--- config.mk ---
export PLATFORM = sky130hd
export DESIGN_NAME = uart_arbiter
export DESIGN_NICKNAME = d
export VERILOG_FILES = /design/src/rtl/uart_arbiter.sv
export SDC_FILE = /design/constraint.sdc
export NUM_CORES = 1
export LEC_CHECK = 0
export ABC_CLOCK_PERIOD_IN_PS = 4200
export BUFFER_PORTS_ARGS = -buffer_cell sky130_fd_sc_hd__clkbuf_2
export CAP_MARGIN = 20
export CORE_AREA = 4 4 63 65
export CTS_CLUSTER_DIAMETER = 30
export CTS_CLUSTER_SIZE = 30
export DETAILED_ROUTE_END_ITERATION = 8
export DIE_AREA = 0 0 67 69
export GPL_TIMING_DRIVEN = 0
export PLACE_DENSITY = 0.77
export SKIP_CTS_REPAIR_TIMING = 1
export SLEW_MARGIN = 30
export SYNTH_ARGS = -nofsm -noshare
export SYNTH_HDL_FRONTEND = slang
export SYNTH_SLANG_ARGS = --single-unit
--- constraint.sdc ---
create_clock -name i_clk -period 4.2 [get_ports i_clk]
set_clock_uncertainty 0.1 [all_clocks]
set_input_delay 0.42 -clock i_clk [delete_from_list [all_inputs] [get_ports i_clk]]
set_output_delay 0.42 -clock i_clk [all_outputs]
set_load 0.01 [all_outputs]
--- src/rtl/uart_arbiter.sv ---
// uart_arbiter: round-robin TX arbiter and RX poller that owns every UART register cycle; grant timeout enabled by UART_ARB_TIMEOUT_EN
module uart_arbiter #(
  parameter int TIMEOUT_CYCLES = 4096,
  parameter int TMO_SZ = 12
) (
  input  logic       i_clk,
  input  logic       i_rst,
  input  logic       i_a_valid,
  input  logic [7:0] i_a_data,
  input  logic       i_a_last,
  output logic       o_a_ready,
  input  logic       i_b_valid,
  input  logic [7:0] i_b_data,
  input  logic       i_b_last,
  output logic       o_b_ready,
  output logic       o_rx_valid,
  output logic [7:0] o_rx_data,
  input  logic       i_rx_ready,
  output logic       o_en,
  output logic       o_wr,
  output logic [3:0] o_addr,
  output logic [7:0] o_data,
  input  logic [7:0] i_data
);
  typedef enum logic [2:0] {IDLE, TXQ, TXW, TXD, RXQ, RXW, RXR, RXC} state_t;
  state_t state;
  logic gnt, gnt_b, rr_b, rx_turn, tx_pend, tx_last;
  logic [7:0] tx_byte;
  logic pick_b, can_fetch, rx_first, fetch;
  always_comb begin
    pick_b = gnt ? gnt_b : (i_a_valid && i_b_valid) ? rr_b : i_b_valid;
    can_fetch = pick_b ? i_b_valid : i_a_valid;
    rx_first = rx_turn && !o_rx_valid;
    fetch = !i_rst && state == IDLE && !rx_first && !tx_pend && can_fetch;
    o_en = state inside {TXQ, TXD, RXQ, RXR};
    o_wr = state == TXD;
    o_addr = state == TXD ? 4'd1 : state == RXQ ? 4'd2 : state == RXR ? 4'd3 : 4'd0;
    o_data = state == TXD ? tx_byte : 8'd0;
  end
  assign o_a_ready = fetch && !pick_b;
  assign o_b_ready = fetch && pick_b;
`ifdef UART_ARB_TIMEOUT_EN
  logic [TMO_SZ-1:0] tmo_cnt;
`else
  logic unused_tmo;
  assign unused_tmo = ^{TIMEOUT_CYCLES[0], TMO_SZ[0]};
`endif
  always_ff @(posedge i_clk) begin
    if (i_rst) begin
      state <= IDLE;
      gnt <= 1'b0;
      gnt_b <= 1'b0;
      rr_b <= 1'b0;
      rx_turn <= 1'b0;
      tx_pend <= 1'b0;
      tx_last <= 1'b0;
      tx_byte <= 8'd0;
      o_rx_valid <= 1'b0;
      o_rx_data <= 8'd0;
`ifdef UART_ARB_TIMEOUT_EN
      tmo_cnt <= '0;
`endif
    end else begin
      if (o_rx_valid && i_rx_ready) o_rx_valid <= 1'b0;
      case (state)
        IDLE: begin
          if (rx_first) state <= RXQ;
          else if (tx_pend) state <= TXQ;
          else if (fetch) begin
            tx_byte <= pick_b ? i_b_data : i_a_data;
            tx_last <= pick_b ? i_b_last : i_a_last;
            tx_pend <= 1'b1;
            gnt <= 1'b1;
            gnt_b <= pick_b;
            state <= TXQ;
          end else if (!o_rx_valid) state <= RXQ;
        end
        TXQ: state <= TXW;
        TXW: begin
          state <= (i_data != 8'd0) ? TXD : IDLE;
          if (i_data == 8'd0) rx_turn <= 1'b1;
        end
        TXD: begin
          state <= IDLE;
          tx_pend <= 1'b0;
          rx_turn <= 1'b1;
          if (tx_last) begin
            gnt <= 1'b0;
            rr_b <= !gnt_b;
          end
        end
        RXQ: state <= RXW;
        RXW: begin
          state <= (i_data != 8'd0) ? RXR : IDLE;
          if (i_data == 8'd0) rx_turn <= 1'b0;
        end
        RXR: state <= RXC;
        RXC: begin
          o_rx_data <= i_data;
          o_rx_valid <= 1'b1;
          rx_turn <= 1'b0;
          state <= IDLE;
        end
        default: state <= IDLE;
      endcase
`ifdef UART_ARB_TIMEOUT_EN
      // an idle granted client forfeits its grant after TIMEOUT_CYCLES idle-state cycles
      if (fetch) tmo_cnt <= '0;
      else if (gnt && !tx_pend && state == IDLE && !(gnt_b ? i_b_valid : i_a_valid)) begin
        if (tmo_cnt == TMO_SZ'(TIMEOUT_CYCLES - 1)) begin
          tmo_cnt <= '0;
          gnt <= 1'b0;
          rr_b <= !gnt_b;
        end else tmo_cnt <= tmo_cnt + 1'b1;
      end
`endif
    end
  end
endmodule
# Word level (Yosys, flattened, before mapping)
# Cells that the tools add are included.
totals:
  elab_cells: 84
  out_inout_bits: 25
  register_bits: 26
classes:
  mux: 30
  n_reduce_logical: 28
  n_eq_ne: 14
  bitwise: 2
ops:
  columns: ["op", "n"]
  rows:
  - ["$pmux 3 s7", 1]
  - ["$mux 8", 2]
  - ["$mux 1", 15]
  - ["$mux 3", 5]
  - ["$eq 3x3->1 const B", 4]
  - ["$ne 2x2->1 const B", 5]
  - ["$logic_and 1x1->1", 9]
  - ["$logic_not 8->1", 1]
  - ["$mux 2", 4]
  - ["$reduce_bool 4->1", 2]
  - ["$reduce_bool 8->1", 1]
  - ["$eq 3x2->1 const B", 2]
  - ["$logic_not 1->1", 6]
  - ["$ne 5x5->1 const B", 1]
  - ["$reduce_and 5->1", 1]
  - ["$pmux 1 s2", 2]
  - ["$pmux 1 s4", 1]
  - ["$reduce_and 2->1", 2]
  - ["$reduce_and 4->1", 1]
  - ["$reduce_bool 2->1", 2]
  - ["$eq 3x1->1 const B", 1]
  - ["$logic_not 3->1", 1]
  - ["$reduce_and 3->1", 1]
  - ["$ne 2x1->1 const B", 1]
  - ["other kinds (2)", 3]

# Logic depth before layout (Yosys ltp)
depth:
  word_depth: 10
  depth_mapped: 7
  mapped_depth_nobuf: 4

# Least setup slack after synthesis
# OpenSTA, ideal clock, no wires.
synth_path:
  path_type: "register to output"
  from: "register state[0]"
  to: "output o_b_ready"
  path_slack_ps: 2398
  arrival_ps: 1282
  t_required_ps: 3680
  stages_incl_launch_ff: 7
  path_cell_list: "dfxtp_1 > buf_6 > nor4_4 > and4_1 > buf_6 > and2_4 > buf_6"
synth_via:
  elab_chain_cells: 6
synth_lines:
  columns: ["item", "line_no", "rtl"]
  rows:
  - ["start: declaration", "26", "state_t state;"]
  - ["start signal: assignment", "80", "state <= (i_data != 8'd0) ? TXD : IDLE;"]
  - ["start signal: assignment", "94", "state <= (i_data != 8'd0) ? RXR : IDLE;"]
  - ["$logic_not 3->1", "34", "fetch = !i_rst && state == IDLE && !rx_first && !tx_pend && can_fetch;"]
  - ["$logic_and 1x1->1 (4 in series)", "34", null]
  - ["$logic_and 1x1->1", "41", "assign o_b_ready = fetch && pick_b;"]
  - ["end: declaration", "15", "output logic o_b_ready,"]
# Every way passes these cells.

# Final worst setup path
layout_path:
  from: "register state[0]"
  to: "output o_a_ready"
layout_via:
  elab_chain_cells: 6
layout_lines:
  columns: ["item", "line_no", "rtl"]
  rows:
  - ["$logic_not 3->1", "34", null]
  - ["$logic_and 1x1->1 (4 in series)", "34", null]
  - ["$logic_and 1x1->1", "40", "assign o_a_ready = fetch && !pick_b;"]
  - ["end: declaration", "11", "output logic o_a_ready,"]
# Every way passes these cells.

==> results.txt <==
The run finished with clean final reports. The worst hold path begins at i_data[3]. In the synthesized netlist the dominant register cell turns out to be dfxtp_1. In the detailed route, the total length drawn on met3 is 315 um. For this run, the number of Yosys warnings is 0.

The worst register-to-register path begins at state[2]. The aggregate routed wire length is 2.97 mm. The routed length on met2 is 1.26 mm. Following the worst setup path forward leads to its endpoint at o_a_ready. Clock tree synthesis inserted a total of 3 buffers. The final non-filler cell total came out at 254. Relative to the synthesized area, the layout overhead comes to 28.4%. The number of antenna-violating nets in the routed design came out at 0. The arrival time reported for the critical path endpoint is 1.87 ns. The number of instances in the placed design came out at 250. For this run, design rule violations remaining after detail routing come to 0. The total global routing overflow came out at 0. The number of vias per cell is 4.80.

The initialized floorplan defines 21 standard-cell rows. The portion of the clock cycle consumed by the worst path in the final layout came out at 0.569. Port buffering added 52 buffers.

The via count of the first global-routing pass came out at 1,114. The largest net degree at the start of global routing is 16. The total of max-cap violations came out at 0. The standby leakage power came out at approximately 0.0008 uW. The count of mapped cells out of synthesis came out at 151. TritonCTS built the clock tree. The top-level port count is 56. The post-route met1 wirelength is around 1.4 mm. The overall via count from detail_route came out at 1,218.

The share of layout cells above drive strength 1 came out at 0.346. The path category of the worst min-delay check is primary input to flip-flop. The number of flip-flops and latches in the synthesized netlist came out at 26. The clock tree buffer depth came out at 2. Routability-driven placement finished with a final weighted congestion of between 0.8 and 0.9. The worst endpoint required time is 3.68 ns. The post-synthesis area per instance came out at 8.71 um^2.

The number of hold violations in the final report came out at 0. The highest ir drop seen on vdd is between 200 and 250 uV. Setup repair after global routing left no endpoint under its margin. The slack of the worst reg-to-reg path came out at 2.41 ns. The clock net in this run drives a total of 26 sinks. In this run the critical register-to-register path is captured at rx_turn.

The floorplan step set the die height to ~69 um. The number of enable-type register cells in the synthesized netlist came out at 0. The initial antenna violation count is 0. Counting distinct cell types in the post-synthesis netlist gives 42.

The critical path endpoint category is an output port. The top fanout value on the critical path came out at 10. CTS built an H-tree with a depth of 1. The die outline width came out at 67 um. The highest clock frequency the design can meet came out at 0.419 GHz. The post-route minimum period is 2.39 ns.

The half-perimeter wire length after detailed placement came out at roughly 2.3 mm. For this configuration, the core starts out at a cell density of 0.394. The later pin in the worst-skew pair is clocked with a latency of 0.33 ns.

The share of async-settable or async-resettable flops after synthesis is 0. The die covers 4620 um^2. The final-report max-slew violation count came out at 0. The cell area power density is 494 nW/um^2. The routed length per placed instance came out at 11.7 um.

The clock tree root driver cell is clkbuf_4. The number of nets in the finished design came out at ~240. STA classifies the critical path startpoint as a flip-flop. Before antenna repair, the detailed router went through 4 iterations. The number of antenna diodes is 0. The region available for standard cell placement spans 3340 um^2. The clock input transition at the sequential cells of the worst setup and hold paths came out at 0.15 ns. The cell area after synthesis came out at 1320 um^2. Setup total negative slack on the finished layout was measured at 0 ns. The classification of the worst setup path is flip-flop to output port. The worst-case reg-to-reg path depth came out at 4. The number of DRC violations after detailed-routing iteration 0 came out at 56. The first global-routing pass estimated 4.87 mm of wire.

Tracing the worst setup path back leads to its startpoint at state[0]. Routed signal wires occupy layers up through met3. For this run, the total global-route usage over all layers was measured as 0.128. The sequential-to-total area share from yosys stat is 0.396. The final-report setup violation count came out at 0.
## Yosys cell counts (2+ instances only)
cell type / number / area [um^2]
a21oi_1: 15 / 75.1
a221o_1: 9 / 90.1
and2_1: 10 / 62.6
and3_1: 5 / 31.3
buf_2: 2 / 10.0
buf_4: 3 / 22.5
buf_6: 3 / 33.8
clkbuf_1: 4 / 15.0
dfxtp_1: 26 / 521
ha_1: 2 / 25.0
inv_1: 8 / 30.0
mux2_2: 3 / 33.8
nand2_1: 22 / 82.6
nand2b_1: 4 / 25.0
nor2b_1: 2 / 12.5
nor3_1: 6 / 30.0
nor4_1: 2 / 12.5
## through the flow
stage / power, uW / setup slack, ns / util / hold WS, ns / cell area, um^2
after floorplan: 581 / 2.40 / - / 0.347 / 1320
after global placement: 660 / 2.13 / 0.490 / 0.346 / 1640
after detailed placement: 666 / 2.17 / 0.490 / 0.349 / 1640
after CTS: 843 / 1.77 / 0.506 / 0.183 / 1690
after global routing: 905 / 1.61 / 0.506 / 0.174 / 1690
final: 834 / 1.81 / 0.506 / 0.198 / 1690
## logic make-up after synthesis
logic type | synth area share
XOR/XNOR | 0.00666
multiplexers | 0.0257
AO/OA/AOI/OAI | 0.207
other | 0.00285
AND/OR/NAND/NOR | 0.258
flip-flops | 0.396
adder cells (fa/ha/maj) | 0.0190
buffers and inverters | 0.0847
## critical path, cell delays in order (launching register included)
cell and delay (ns):
dfxtp_1 0.35, buf_6 0.14, nor4_4 0.29, nand4_1 0.29, nor2_2 0.29, clkbuf_2 0.18
## power by group
group	leakage [uW]	internal (uW)	total [uW]	switching [uW]
Combinational	0.000558	153	317	164
Sequential	0.000212	301	342	40.5
Clock	0.0000279	96.6	174	77.7
Total	0.000798	551	834	282
## how the worst min path moves through the flow
stage | to | slack [ns] | cells after the start
2_1_floorplan | tx_byte[1] | 0.35 | 1
3_3_place_gp | o_rx_data[4] | 0.35 | 2
3_5_place_dp | o_rx_data[1] | 0.35 | 2
4_1_cts | o_rx_data[2] | 0.18 | 3
5_1_grt | o_rx_data[0] | 0.17 | 3
6_report | o_rx_data[3] | 0.20 | 3
## cell usage in the layout, fill, tap and decap left out, types with 2 or more instances in the layout
cell      Yosys  final
buf_4         3      3
nand2_1      22     22
clkbuf_2      0     52
buf_6         3      3
nor2b_1       2      2
nor4_1        2      2
dfxtp_1      26     26
and3_1        5      5
clkbuf_4      0      3
mux2_2        3      3
buf_2         2      2
ha_1          2      2
clkbuf_1      4      4
and2_1       10     10
inv_1         8      8
a221o_1       9      9
nor3_1        6      6
conb_1        1      2
a21oi_1      15     15
nand2b_1      4      4
## routing by layer
metal	global-route usage	vias to the layer above
met2	0.206	51
li1	-	646
met1	0.169	521
met4	0.0203	0
met3	0.0406	0
met5	0	-
## layout make-up
| cell class | count | area, um^2 |
|---|---|---|
| Fill cell | 327 | 1650 |
| Multi-Input combinational cell | 106 | 687 |
| Sequential cell | 26 | 520 |
| Timing Repair Buffer | 52 | 260 |
| Buffer | 12 | 81.3 |
| Tap cell | 46 | 57.6 |
| Clock inverter | 1 | 30.0 |
| Inverter | 8 | 30.0 |
| Clock buffer | 3 | 22.5 |
## state kept, by name, indices dropped and copies added (netlist names)
register,count
o_rx_valid,1
rx_turn,1
tx_pend,1
tx_last,1
state,3
gnt_b,1
o_rx_data,8
rr_b,1
gnt,1
tx_byte,8
Power figures use the tool's default switching activity.
